[src/rtl/hwpe_evt_irq_ctrl_pkg.sv]
`default_nettype none
// ============================================================================
// Module      : hwpe_evt_irq_ctrl_pkg
// Description : Shared register map, counter width and byte-enable helper for
//               the HWPE event-to-interrupt controller.
// Revision    : 1.0 - initial release
// ============================================================================
package hwpe_evt_irq_ctrl_pkg;

  // Word offsets decoded from periph_addr_i[4:2]
  localparam logic [2:0] REG_PENDING   = 3'd0;
  localparam logic [2:0] REG_MASK      = 3'd1;
  localparam logic [2:0] REG_SET       = 3'd2;
  localparam logic [2:0] REG_EVT_COUNT = 3'd3;

  // Width of the saturating event counter
  localparam int unsigned EVT_COUNT_W = 32;

  // Expand 4 byte enables into a 32-bit bit mask
  function automatic logic [31:0] be_to_bitmask(input logic [3:0] be);
    logic [31:0] m;
    m = '0;
    for (int b = 0; b < 4; b++) begin
      m[b*8 +: 8] = {8{be[b]}};
    end
    return m;
  endfunction

endpackage
`default_nettype wire

[src/rtl/hwpe_evt_irq_ctrl_popcount.sv]
`default_nettype none
// ============================================================================
// Module      : hwpe_evt_irq_ctrl_popcount
// Description : Combinational population count of an input vector.
// Revision    : 1.0 - initial release
// ============================================================================
module hwpe_evt_irq_ctrl_popcount #(
  parameter int unsigned INPUT_WIDTH = 9,
  localparam int unsigned CNT_W = $clog2(INPUT_WIDTH + 1)
) (
  input  logic [INPUT_WIDTH-1:0] data_i,
  output logic [CNT_W-1:0]       popcount_o
);

  // Ripple sum of all set bits
  always_comb begin
    popcount_o = '0;
    for (int i = 0; i < INPUT_WIDTH; i++) begin
      popcount_o = popcount_o + CNT_W'(data_i[i]);
    end
  end

endmodule
`default_nettype wire

[src/rtl/hwpe_evt_irq_ctrl.sv]
`default_nettype none
// ============================================================================
// Module      : hwpe_evt_irq_ctrl
// Description : Latches per-core HWPE events into pending bits, masks them
//               onto the cores' mxip lines and counts events; controlled via
//               a zero-wait-state periph slave port.
// Revision    : 1.0 - initial release
// ============================================================================
module hwpe_evt_irq_ctrl
  import hwpe_evt_irq_ctrl_pkg::*;
#(
  parameter int unsigned NrCores   = 9,
  parameter int unsigned AddrWidth = 32,
  parameter int unsigned DataWidth = 32
) (
  input  logic                 clk_i,
  input  logic                 rst_ni,
  input  logic [NrCores-1:0]   hwpe_evt_i,
  input  logic [NrCores-1:0]   mxip_i,
  output logic [NrCores-1:0]   mxip_o,
  input  logic                 periph_req_i,
  output logic                 periph_gnt_o,
  input  logic [AddrWidth-1:0] periph_addr_i,
  input  logic                 periph_we_i,
  input  logic [3:0]           periph_be_i,
  input  logic [DataWidth-1:0] periph_wdata_i,
  output logic                 periph_rvalid_o,
  output logic [DataWidth-1:0] periph_rdata_o
);

  localparam int unsigned POP_W = $clog2(NrCores + 1);

  logic [NrCores-1:0]     pending_q, pending_d;
  logic [NrCores-1:0]     mask_q, mask_d;
  logic [EVT_COUNT_W-1:0] evt_count_q, evt_count_d;
  logic                   rvalid_q, rvalid_d;
  logic [31:0]            rdata_q, rdata_d;

  logic [POP_W-1:0]       evt_popcnt;
  logic [EVT_COUNT_W:0]   cnt_sum;
  logic [2:0]             reg_idx;
  logic                   wr_en, rd_en;
  logic [31:0]            be_mask;
  logic [NrCores-1:0]     be_bits, wr_bits;
  logic                   unused_bits;

  assign reg_idx      = periph_addr_i[4:2];
  assign wr_en        = periph_req_i &  periph_we_i;
  assign rd_en        = periph_req_i & ~periph_we_i;
  assign be_mask      = be_to_bitmask(periph_be_i);
  assign be_bits      = be_mask[NrCores-1:0];
  assign wr_bits      = periph_wdata_i[NrCores-1:0] & be_bits;
  assign unused_bits  = ^{periph_addr_i, periph_wdata_i};

  // No wait states: every request is accepted in the cycle it appears
  assign periph_gnt_o = periph_req_i;

  hwpe_evt_irq_ctrl_popcount #(
    .INPUT_WIDTH (NrCores)
  ) i_evt_popcount (
    .data_i     (hwpe_evt_i),
    .popcount_o (evt_popcnt)
  );

  // Pending: W1C then W1S, with new events applied last so a set always wins
  always_comb begin
    pending_d = pending_q;
    if (wr_en && (reg_idx == REG_PENDING)) pending_d = pending_d & ~wr_bits;
    if (wr_en && (reg_idx == REG_SET))     pending_d = pending_d | wr_bits;
    pending_d = pending_d | hwpe_evt_i;
  end

  // Mask: byte-enabled read-modify-write
  always_comb begin
    mask_d = mask_q;
    if (wr_en && (reg_idx == REG_MASK)) mask_d = (mask_q & ~be_bits) | wr_bits;
  end

  // Event counter: saturating accumulate; a clear restarts from this cycle's events
  always_comb begin
    cnt_sum     = {1'b0, evt_count_q} + (EVT_COUNT_W + 1)'(evt_popcnt);
    evt_count_d = cnt_sum[EVT_COUNT_W] ? '1 : cnt_sum[EVT_COUNT_W-1:0];
    if (wr_en && (reg_idx == REG_EVT_COUNT) && (|periph_be_i)) begin
      evt_count_d = EVT_COUNT_W'(evt_popcnt);
    end
  end

  // Response: one-cycle rvalid, data from pre-update register state, 0 for writes
  always_comb begin
    rvalid_d = periph_req_i;
    rdata_d  = '0;
    if (rd_en) begin
      case (reg_idx)
        REG_PENDING:   rdata_d = 32'(pending_q);
        REG_MASK:      rdata_d = 32'(mask_q);
        REG_EVT_COUNT: rdata_d = evt_count_q;
        default:       rdata_d = '0;
      endcase
    end
  end

  // State registers with synchronous active-low reset
  always_ff @(posedge clk_i) begin
    if (!rst_ni) begin
      pending_q   <= '0;
      mask_q      <= '1;
      evt_count_q <= '0;
      rvalid_q    <= 1'b0;
      rdata_q     <= '0;
    end else begin
      pending_q   <= pending_d;
      mask_q      <= mask_d;
      evt_count_q <= evt_count_d;
      rvalid_q    <= rvalid_d;
      rdata_q     <= rdata_d;
    end
  end

  assign periph_rvalid_o = rvalid_q;
  assign periph_rdata_o  = rdata_q;

  // External lines pass straight through; internal sources are suppressed in reset
  assign mxip_o = rst_ni ? ((pending_q & mask_q) | mxip_i) : mxip_i;

endmodule
`default_nettype wire
[config.mk]
export PLATFORM = sky130hd
export DESIGN_NAME = hwpe_evt_irq_ctrl
export DESIGN_NICKNAME = d
export VERILOG_FILES = /design/src/rtl/hwpe_evt_irq_ctrl_pkg.sv /design/src/rtl/hwpe_evt_irq_ctrl_popcount.sv /design/src/rtl/hwpe_evt_irq_ctrl.sv
export SDC_FILE = /design/constraint.sdc
export NUM_CORES = 1
export LEC_CHECK = 0
export CAP_MARGIN = 15
export CORE_AREA = 2 2 103 105
export DETAILED_ROUTE_END_ITERATION = 8
export DIE_AREA = 0 0 105 107
export PLACE_DENSITY = 0.66
export SLEW_MARGIN = 30
export SYNTH_ARGS = -nofsm -noshare
export SYNTH_HDL_FRONTEND = slang
export SYNTH_SLANG_ARGS = --single-unit
[constraint.sdc]
create_clock -name clk_i -period 5.7 [get_ports clk_i]
set_clock_uncertainty 0.2 [all_clocks]
set_input_delay 0.57 -clock clk_i [delete_from_list [all_inputs] [get_ports clk_i]]
set_output_delay 0.57 -clock clk_i [all_outputs]
set_load 0.02 [all_outputs]
# ---- After elaboration in Yosys (flattened, before gate mapping)
# Index checks and enable logic that the tools add are counted.
dict set report classes {
  n_addsub 9
  n_eq_ne 3
  n_mux 6
  bitwise 14
  reduce_logical 9
}
# op count
set op_table {}
lappend op_table {{one-hot mux 32 bit (3 select lines)} 1}
lappend op_table {{AND 9 bit} 4}
lappend op_table {{OR 9 bit} 4}
lappend op_table {{adder 32 x 4 -> 33 bit} 1}
lappend op_table {{2-to-1 mux 32 bit} 1}
lappend op_table {{adder 4 x 1 -> 4 bit} 7}
lappend op_table {{2-to-1 mux 9 bit} 3}
lappend op_table {{inverter 9 bit} 2}
lappend op_table {{equality test 3 x 2 -> 1 bit, second input constant} 2}
lappend op_table {{logical AND 1 bit} 5}
lappend op_table {{2-to-1 mux 4 bit} 1}
lappend op_table {{OR reduction 4 bit} 1}
lappend op_table {{equality test 3 x 1 -> 1 bit, second input constant} 1}
lappend op_table {{logical NOT 3 bit} 1}
lappend op_table {{adder 1 x 1 -> 2 bit} 1}
lappend op_table {{AND 1 bit} 2}
lappend op_table {{inverter 1 bit} 2}
lappend op_table {{AND reduction 2 bit} 1}
lappend op_table {{OR reduction 2 bit} 1}
dict set report word_totals {
  register_bits 83
  in_bits 90
  elab_cells 47
}

# ---- Logic depth before layout (Yosys ltp)
# Gate-level depths: netlist (run 1).
dict set report depth {
  ltp_word 11
  ltp_mapped 17
}

# ---- Modules after synthesis
# A second synthesis (run 1) with hierarchy kept.
dict set report hier_totals {
  hier_cells 396
  hier_area_um2 3880.0
}
# module instances cells_each area_each_um2 seq_area_each_um2
set modules_own_cells {}
lappend modules_own_cells {hwpe_evt_irq_ctrl 1 374 3679.8 1661.6}
lappend modules_own_cells {hwpe_evt_irq_ctrl_popcount 1 22 200.2 0.0}

# ---- Worst setup path after synthesis (run 1)
# No wires, ideal clock.
dict set report synth_timing {
  path_type {input -> register}
  from {input hwpe_evt_i[0]}
  to {register evt_count_q[15]}
  setup_time_ns 0.074
  arrival_ns 4.511
  required_time_ns 5.426
  setup_slack_ns 0.915
  stages 16
  path_cell_list {ha_1 inv_1 fa_1 fa_1 fa_1 inv_1 ha_1 inv_1 fa_1 xor2_1 ha_1 nand2_2 nor3b_4 o211ai_4 or4_1 a31oi_1}
}
dict set report synth_via {
  elab_chain_len 10
}
# element line_no
set synth_lines {}
lappend synth_lines {{start, declared} hwpe_evt_irq_ctrl.sv:18} ;# input logic [NrCores-1:0] hwpe_evt_i,
lappend synth_lines {{adder 1 x 1 -> 2 bit} hwpe_evt_irq_ctrl_popcount.sv:19} ;# popcount_o = popcount_o + CNT_W'(data_i[i]);
lappend synth_lines {{adder 4 x 1 -> 4 bit (7 in series)} hwpe_evt_irq_ctrl_popcount.sv:19}
lappend synth_lines {{adder 32 x 4 -> 33 bit} hwpe_evt_irq_ctrl.sv:81} ;# cnt_sum = {1'b0, evt_count_q} + (EVT_COUNT_W + 1)'(evt_popcnt);
lappend synth_lines {{2-to-1 mux 32 bit} hwpe_evt_irq_ctrl.sv:82} ;# evt_count_d = cnt_sum[EVT_COUNT_W] ? '1 : cnt_sum[EVT_COUNT_W-1:0];
lappend synth_lines {{end signal, assigned} hwpe_evt_irq_ctrl.sv:113} ;# evt_count_q <= evt_count_d;
lappend synth_lines {{end, declared} hwpe_evt_irq_ctrl.sv:35} ;# logic [EVT_COUNT_W-1:0] evt_count_q, evt_count_d;
# Every way passes these cells.
# A chain may end at the register's enable or synchronous reset.

# ---- Worst setup path after layout (run 1)
dict set report layout_timing {
  from {input hwpe_evt_i[0]}
  to {register evt_count_q[30]}
}
# The elaborated chain is that of the path after synthesis.

==> impl_results.md, run 1 <==
- Crit start category: input port
- DIE AREA: around 11000 µm²
- WP data required: 5.80 ns
- P&R area growth vs syn: 29.0%
- Global-route wire length before repair: roughly 15000 µm
- Antenna viol nets, final: 0
- Via count: about 3300
- Fmax: approximately 0.19 GHz
- Clk Latency, worst-skew pair: 0.36 ns
- Largest area contributor in the netlist: dfxtp_1
- CTS Root Cell: clkbuf_8
- Post-route non-filler standard cell count: 641
- DIE HEIGHT: between 100 and 150 µm
- Post-CTS Setup Repair Bufs: 0
- Max-slew headroom: 0.429
- Cell class contributing the biggest share of worst-path delay: adder cells
- Crit path cell chain: clkdlybuf4s50_1 -> ha_1 -> inv_1 -> fa_1 -> fa_1 -> fa_1 -> inv_1 -> ha_1 -> inv_1 -> fa_1 -> xor2_1 -> ha_1 -> nand2_1 -> a211oi_1 -> buf_4 -> nand3_1 -> or3_1 -> a31oi_1
- Clock-pin slew on the worst setup and hold paths: roughly 0.09 ns
- # rows: 37
- TritonCTS clock tree: yes
- Worst Path Max Fanout: 12
- # clock sinks: 83
- Top_reg_cell synth: dfxtp_1
- Slowest stage delay, CP: around 0.52 ns
- Worst hold path depth: 1
- Port bufs: 80
- Worst hold path type: reg -> reg
- Cts bufs inserted: 9
- Unique masters post-synth: 55
- Max Slew Vio Count: 0
- Post-Syn Instances: 420
- Register area share after synthesis: 0.422
- GPL Wtd Cong: around 0.9
- Setup violators final: 0
- Placed Cells: around 630
- Final Hold Viols: 0
- Ys async rst share: 0
- Part of the cycle the worst path needs: 0.907
- WP depth: 18
- Syn nets: 526
- CP bufs+invs: 5
- Setup TNS: 0 ns
- Nets@finish: ~600
- Most common cell after layout, fill and taps aside: dfxtp_1
- Slew @ Worst Pin: around 0.85 ns
- Commonest cells after routing, fill and taps aside: dfxtp_1, clkdlybuf4s50_1, a21oi_1
- Leak pwr: between 1.5 and 2 nW
- Design Power: approximately 1.3 mW
- Syn avg cell area: around 9.4 µm²
- GR Overflow Total: 0
- Core area: approximately 10000 µm²
- Post-synth top area share: 0.422
- Endpoint class of the critical path: register
- Crit Path Class: in -> reg
- CP max stage cell: fa_1
- DRT iter0 DRCs: 94
- Post-synth EDFFs: 0
- Vias per cell: between 5 and 6
- Die width: 105 µm
- Worst Path Arrival: 5.27 ns
- Antenna Cells: 0
- Total Wirelength: 9000 µm
- H-tree Lvls: 3
- Largest net degree at the start of global routing: 35
- Status: complete, no violations
- Share of layout cells above drive strength 1: 0.111
- Clock buffer depth: 2
- Post-layout min period: 5.17 ns
- Initial antenna violation count: 0
- Syn Std Cell Area: about 3900 µm²
- Seq cells post-synth: between 80 and 90
- GR Util All Layers: 0.161
- Worst VDD drop: 0.129 mV
- DRC: 0
- Fin util: 0.503
- Hpwl dp: roughly 6600 µm
- Worst reg-to-reg path cell count: 8
- Vias in the first global route: 3134
- Largest cells by area after synthesis: dfxtp_1, mux2i_1, a21oi_1
- Max-capacitance violation count: 0
- Post-CTS sizing: 0
- Average wire per standard cell: between 10 and 15 µm
- Worst path most repeated cell: fa_1
- Initial Utilization: 0.390
- Power Density: 266 nW/µm²
- Ys Warns: 0
- Boundary Pins: ~130
- CTS Hold Buffers Added: 0
- RSZ-0062 raised after global routing: false
- DR pass1 iterations: 4
## logic make-up (layout without fill, tap and decap cells)
kind of cell               Yosys count  count (layout)  share of synthesized area
and+or+nand+nor                    148             148                      0.207
adders and majority gates           16              16                     0.0623
xor gates and xnor gates            20              20                     0.0445
AOI/OAI and AO/OA                   85              85                      0.146
muxes                               28              28                     0.0741
DFF                                 83              83                      0.422
buffers and inverters               40             125                     0.0442
## cell usage after synthesis (3+ instances only)
cell	instances
o211a_1	3
nand2_2	3
inv_1	21
nand4_1	3
clkbuf_1	11
xnor2_1	7
or3_1	4
buf_2	4
a31oi_1	5
o21a_1	8
mux2_2	9
o311ai_0	3
and2_1	23
nand4b_1	3
xor2_1	13
nand2_1	30
a31o_2	9
and3_1	4
mux2i_1	19
fa_1	6
a21oi_1	35
nor3_1	9
o21ai_0	6
nor2_1	33
o211ai_1	5
ha_1	10
dfxtp_1	83
nor2_2	3
nand3_1	15
## per-layer routing
metal  vias to the layer above  share of wire  GRT usage
met3                        15          0.046     0.0419
met2                        76           0.51      0.280
met4                         0          0.013     0.0533
met5                         -              0          0
li1                       1630              -          -
met1                      1535           0.43      0.194
## cell type report
type                    instances  area (µm²)
well taps                     136         170
clock inverters                 7        80.1
inverters                      21        78.8
clock buffers                   9         124
multi-input cells             297        2100
repair buffers                 88         861
fillers                       969        5020
flip-flops and latches         83        1660
## report_power, final
part | internal, mW | switching (mW) | total, mW
clock | 0.209 | 0.233 | 0.441
combinational | 0.143 | 0.144 | 0.287
sequential | 0.602 | 0.0178 | 0.619
total | 0.953 | 0.395 | 1.35
## worst reg2reg max path, cell delays in order, from the launching register on
cell and delay (ns):
dfxtp_1 0.36, ha_1 0.19, fa_1 0.22, nand2_1 0.08, a211oi_1 0.23, buf_4 0.24
nand3_1 0.21, or3_1 0.39, a31oi_1 0.15
## final timing paths
path	startpoint	end	slack, ns
setup reg to reg	evt_count_q[0]	evt_count_q[30]	3.38
hold reg to reg	evt_count_q[23]	periph_rdata_o[23]	0.30
setup / recovery	hwpe_evt_i[0]	evt_count_q[30]	0.53
hold / removal	evt_count_q[23]	periph_rdata_o[23]	0.30
## per-stage QoR
stage                     worst slack [ns]  hold WS [ns]  area (µm²)
after floorplan                      0.915         0.255        3940
after global placement               0.202         0.284        4870
after detailed placement             0.172         0.292        4870
after CTS                            0.537         0.302        5070
after global routing                 0.245         0.321        5070
final                                0.530         0.304        5070
Power figures use the tool's default switching activity.
==> inputs of run 2 (changes only) <==
- CORE_AREA: 2 2 103 105 -> 4 4 105 107
- DIE_AREA: 0 0 105 107 -> 0 0 109 111
==> impl_results.md, run 2 (same netlist as run 1, synthesis figures left out) <==
- Final worst slack: 0.486 ns (-0.0441 ns)
- Clock buffer depth: 2 (unchanged)
- Die width: 109 µm (+3.8%)
- Nets@finish: 606 (unchanged)
- Vias per cell: 5.05 (-0.49%)
- Setup TNS: 0 ns (unchanged)
- DRC: 0 (unchanged)
- Design Power: 1.30 mW (-3.3%)
- Worst Path Max Fanout: 12 (unchanged)
- P&R area growth vs syn: 28.4%
- Post-CTS Setup Repair Bufs: 0 (unchanged)
- Clock-pin slew on the worst setup and hold paths: 0.08 ns (about the same)
- Top Usage Layer GRT: met2
- Port bufs: 80 (unchanged)
- Vias in the first global route: 3239 (+3.4%)
- RSZ-0062 raised after global routing: false
- Area after DPL: 4870 µm² (unchanged)
- Grt met2 use: 0.271 (-0.00819)
- Met3 usage: 0.0489 (+0.00698)
- Antenna viol nets, final: 0 (unchanged)
- Max-capacitance violation count: 0 (unchanged)
- H-tree Lvls: 3 (unchanged)
- Post-route non-filler standard cell count: 641 (unchanged)
- # clock sinks: 83 (unchanged)
- Setup violators final: 0 (unchanged)
- Post-route cell area: 5050 µm² (-0.42%)
- Worst hold path type: reg -> reg
- Endpoint class of the critical path: register
- Hpwl dp: 6780 µm (+3.1%)
- Worst Path Arrival: 5.30 ns (+0.03 ns)
- Boundary Pins: 133 (unchanged)
- Max Slew Vio Count: 0 (unchanged)
- Core area: 10100 µm² (+0.46%)
- Crit start category: input port
- Fmax: 0.192 GHz (-0.85%)
- TritonCTS clock tree: yes
- WP data required: 5.79 ns (about the same)
- Crit Path Class: in -> reg
- GR Util met1: 0.189 (-0.00462)
- Average wire per standard cell: 14.4 µm (+2.2%)
- Global-route wire length before repair: 15400 µm (+6.0%)
- Commonest cells after routing, fill and taps aside: dfxtp_1, clkdlybuf4s50_1, a21oi_1
- Status: complete, no violations
- Initial antenna violation count: 0 (unchanged)
- Most common cell after layout, fill and taps aside: dfxtp_1
- Final Hold Viols: 0 (unchanged)
- Power Density: 258 nW/µm² (-2.9%)
- Via count: 3240 (-0.49%)
- Leak pwr: 1.95 nW (-0.31%)
- CTS Root Cell: clkbuf_8
- Initial Utilization: 0.388 (-0.00178)
- DR pass1 iterations: 4 (unchanged)
- GR Overflow Total: 0 (unchanged)
- DRT iter0 DRCs: 129 (+37%)
- Largest net degree at the start of global routing: 28 (-20%)
- DIE HEIGHT: 111 µm (+3.7%)
- Placed Cells: 625 (unchanged)
- # rows: 37 (unchanged)
- GR Util All Layers: 0.157 (-0.00352)
- DIE AREA: 12100 µm² (+7.7%)
- Total Wirelength: 9200 µm (+2.2%)
- CTS Hold Buffers Added: 0 (unchanged)
- Slew @ Worst Pin: 0.788 ns (-0.0645 ns)
- Antenna Cells: 0 (unchanged)
- Post-layout min period: 5.21 ns (+0.0441 ns)
- Share of layout cells above drive strength 1: 0.113 (+0.00198)
- Worst VDD drop: 0.149 mV (+15%)
- Part of the cycle the worst path needs: 0.915 (+0.00774)
- GPL Wtd Cong: 0.873 (-3.5%)
- Worst slack, placed: 0.149 ns (-0.0228 ns)
- Clk Latency, worst-skew pair: 0.36 ns (about the same)
- Post-CTS sizing: 0 (unchanged)
- Cts bufs inserted: 9 (unchanged)
- Max-slew headroom: 0.473 (+0.0435)
==> run 2: worst max-delay path, cell delays in order <==
cell and delay (ns):
clkdlybuf4s50_1 0.45, ha_1 0.32, inv_1 0.07, fa_1 0.42
fa_1 0.52, fa_1 0.42, inv_1 0.07, ha_1 0.16
inv_1 0.05, fa_1 0.38, xor2_1 0.19, ha_1 0.39
nand2_1 0.10, a211oi_1 0.21, buf_4 0.23, nand3_1 0.20
or3_1 0.39, a31oi_1 0.16
==> run 2: area by class of cell <==
cell class / count / area [µm²]
fill: 924 / 5080
multi-input combinational: 297 / 2100
sequential: 83 / 1660
timing repair buffer: 88 / 861
tap: 136 / 170
clock buffer: 9 / 124
inverter: 21 / 78.8
clock inverter: 7 / 56.3
==> run 2: routing by layer <==
layer / up-vias / share of wire
met4: 0 / 0.013
met1: 1518 / 0.43
li1: 1628 / -
met2: 83 / 0.50
met5: - / 0
met3: 11 / 0.056
==> run 2: worst paths after layout <==
check	depth (start not counted)	slack, ns	from	endpoint
max reg2reg	8	3.38	evt_count_q[0]	evt_count_q[30]
min reg2reg	2	0.31	register	register
max	18	0.49	hwpe_evt_i[0]	evt_count_q[30]
min	2	0.31	register	register
==> run 2: report_power, final <==
| group | total, mW | switching (mW) | internal [mW] |
|---|---|---|---|
| combinational | 0.291 | 0.147 | 0.144 |
| clock | 0.393 | 0.228 | 0.165 |
| sequential | 0.619 | 0.0175 | 0.602 |
| total | 1.30 | 0.393 | 0.911 |
==> run 2: per-stage QoR <==
| step | hold slack (ns) | utilization |
|---|---|---|
| finish | 0.310 | 0.498 |
| global route | 0.324 | 0.498 |
| CTS | 0.309 | 0.498 |
| detailed placement | 0.292 | 0.480 |
| global placement | 0.281 | 0.480 |
| floorplan | 0.255 | - |
==> inputs of run 3 (changes only) <==
- CAP_MARGIN: 15 -> 40
- RECOVER_POWER: not set -> 50
==> impl_results.md, run 3 (same netlist as run 1, synthesis figures left out) <==
- Status: complete, no violations
- Top Usage Layer GRT: met2
- Port bufs: 80 (unchanged)
- Leak pwr: 2.06 nW (+5.7%)
- Max Slew Vio Count: 0 (unchanged)
- GPL Wtd Cong: 0.873 (unchanged)
- GR Overflow Total: 0 (unchanged)
- Final hold slack: 0.311 ns (+0.000704 ns)
- P&R area growth vs syn: 28.3% (about the same)
- Fill cell count: 926 (+0.22%)
- Clock-pin slew on the worst setup and hold paths: 0.08 ns (about the same)
- Worst reg-to-reg path cell count: 8 (unchanged)
- Fmax: 0.192 GHz (about the same)
- Worst Path Max Fanout: 12 (unchanged)
- Max-capacitance violation count: 0 (unchanged)
- TritonCTS clock tree: yes
- Part of the cycle the worst path needs: 0.915 (about the same)
- RSZ-0062 raised after global routing: false
- Clock buffer depth: 2 (unchanged)
- Antenna Cells: 0 (unchanged)
- GR Util met1: 0.189 (unchanged)
- Antenna viol nets, final: 0 (unchanged)
- Setup TNS: 0 ns (unchanged)
- DRT iter0 DRCs: 136 (+5.4%)
- Total Wirelength: 9190 µm (-0.11%)
- CTS Hold Buffers Added: 0 (unchanged)
- DRC: 0 (unchanged)
- Slew @ Worst Pin: 0.796 ns (+0.00746 ns)
- H-tree Lvls: 3 (unchanged)
- Crit Path Class: in -> reg
- Crit start category: input port
- Clk Latency, worst-skew pair: 0.36 ns (about the same)
- Share of layout cells above drive strength 1: 0.111 (-0.00198)
- Average wire per standard cell: 14.3 µm (-0.11%)
- Vias per cell: 5.06 (about the same)
- DIE AREA: 12100 µm² (unchanged)
- Initial Utilization: 0.388 (unchanged)
- Worst hold path type: reg -> reg
- Global-route wire length before repair: 15400 µm (unchanged)
- Core area: 10100 µm² (unchanged)
- Worst hold path depth: 2 (unchanged)
- Grt met2 use: 0.271 (unchanged)
- WP data required: 5.79 ns (about the same)
- DIE HEIGHT: 111 µm (unchanged)
- Setup violators final: 0 (unchanged)
- DR pass1 iterations: 4 (unchanged)
- Nets@finish: 606 (unchanged)
- Post-CTS sizing: 0 (unchanged)
- CTS Root Cell: clkbuf_8
- Post-CTS Setup Repair Bufs: 0 (unchanged)
- Die width: 109 µm (unchanged)
- Met3 usage: 0.0489 (unchanged)
- Worst Path Arrival: 5.30 ns (about the same)
- Most common cell after layout, fill and taps aside: dfxtp_1
- GR Util All Layers: 0.157 (unchanged)
- Cts bufs inserted: 9 (unchanged)
- Vias in the first global route: 3239 (unchanged)
- Initial antenna violation count: 0 (unchanged)
- Largest net degree at the start of global routing: 28 (unchanged)
- Endpoint class of the critical path: register
- Worst VDD drop: 0.149 mV (about the same)
- Hpwl dp: 6780 µm (unchanged)
- Power Density: 258 nW/µm² (about the same)
- Post-layout min period: 5.21 ns (+0.00000900 ns)
- Final Hold Viols: 0 (unchanged)
- Commonest cells after routing, fill and taps aside: dfxtp_1, clkdlybuf4s50_1, dlygate4sd3_1
- # rows: 37 (unchanged)
- Boundary Pins: 133 (unchanged)
- # clock sinks: 83 (unchanged)
- Via count: 3241 (+0.031%)
- Max-slew headroom: 0.468 (-0.00508)
==> run 3: cell types whose count changed in the layout (fill, tap and decap cells not counted) <==
cell	delta
and2_0	+1
and2_1	-1
buf_4	-1
clkbuf_1	+1
clkdlybuf4s50_1	-37
dlygate4sd3_1	+37
==> run 3: final cells by class <==
| class | count | area, µm² | area share |
|---|---|---|---|
| multi-input combinational | 297 | 2100 | 0.416 |
| sequential | 83 | 1660 | 0.329 |
| timing repair buffer | 88 | 857 | 0.170 |
| tap | 136 | 170 | 0.0337 |
| clock buffer | 9 | 124 | 0.0245 |
| inverter | 21 | 78.8 | 0.0156 |
| clock inverter | 7 | 56.3 | 0.0111 |
==> run 3: per-layer routing <==
layer | vias up | share of wire | wire (µm)
li1 | 1628 | - | -
met1 | 1519 | 0.43 | 3920
met2 | 83 | 0.50 | 4640
met3 | 11 | 0.056 | 513
met4 | 0 | 0.013 | 117
met5 | - | 0 | 0
==> run 3: power breakdown <==
| part | switching, mW | leakage, nW | internal [mW] | total [mW] |
|---|---|---|---|---|
| clock network | 0.228 | 0.0914 | 0.165 | 0.393 |
| registers | 0.0174 | 0.673 | 0.602 | 0.619 |
| logic | 0.147 | 1.30 | 0.143 | 0.290 |
| total | 0.393 | 2.06 | 0.909 | 1.30 |
==> run 3: per-stage QoR <==
stage	instance area, µm²	instances	power (mW)	util	setup slack (ns)
floorplan	3940	420	0.837	-	0.915
global placement	4870	625	0.912	0.480	0.219
detailed placement	4870	625	0.922	0.480	0.149
CTS	5050	641	1.32	0.498	0.493
global route	5050	641	1.37	0.498	0.237
finish	5050	641	1.30	0.498	0.486
==> run 3: final timing paths <==
path / from / endpoint / slack (ns)
max: hwpe_evt_i[0] / evt_count_q[30] / 0.49
min: register / register / 0.31
max reg2reg: evt_count_q[0] / evt_count_q[30] / 3.38
min reg2reg: register / register / 0.31
==> run 3: worst max-delay path, stage by stage <==
cell and delay [ns]:
clkdlybuf4s50_1 0.45, ha_1 0.32, inv_1 0.07, fa_1 0.42, fa_1 0.52, fa_1 0.42, inv_1 0.07, ha_1 0.16
inv_1 0.05, fa_1 0.38, xor2_1 0.19, ha_1 0.39, nand2_1 0.10, a211oi_1 0.21, buf_4 0.23, nand3_1 0.20
or3_1 0.39, a31oi_1 0.16
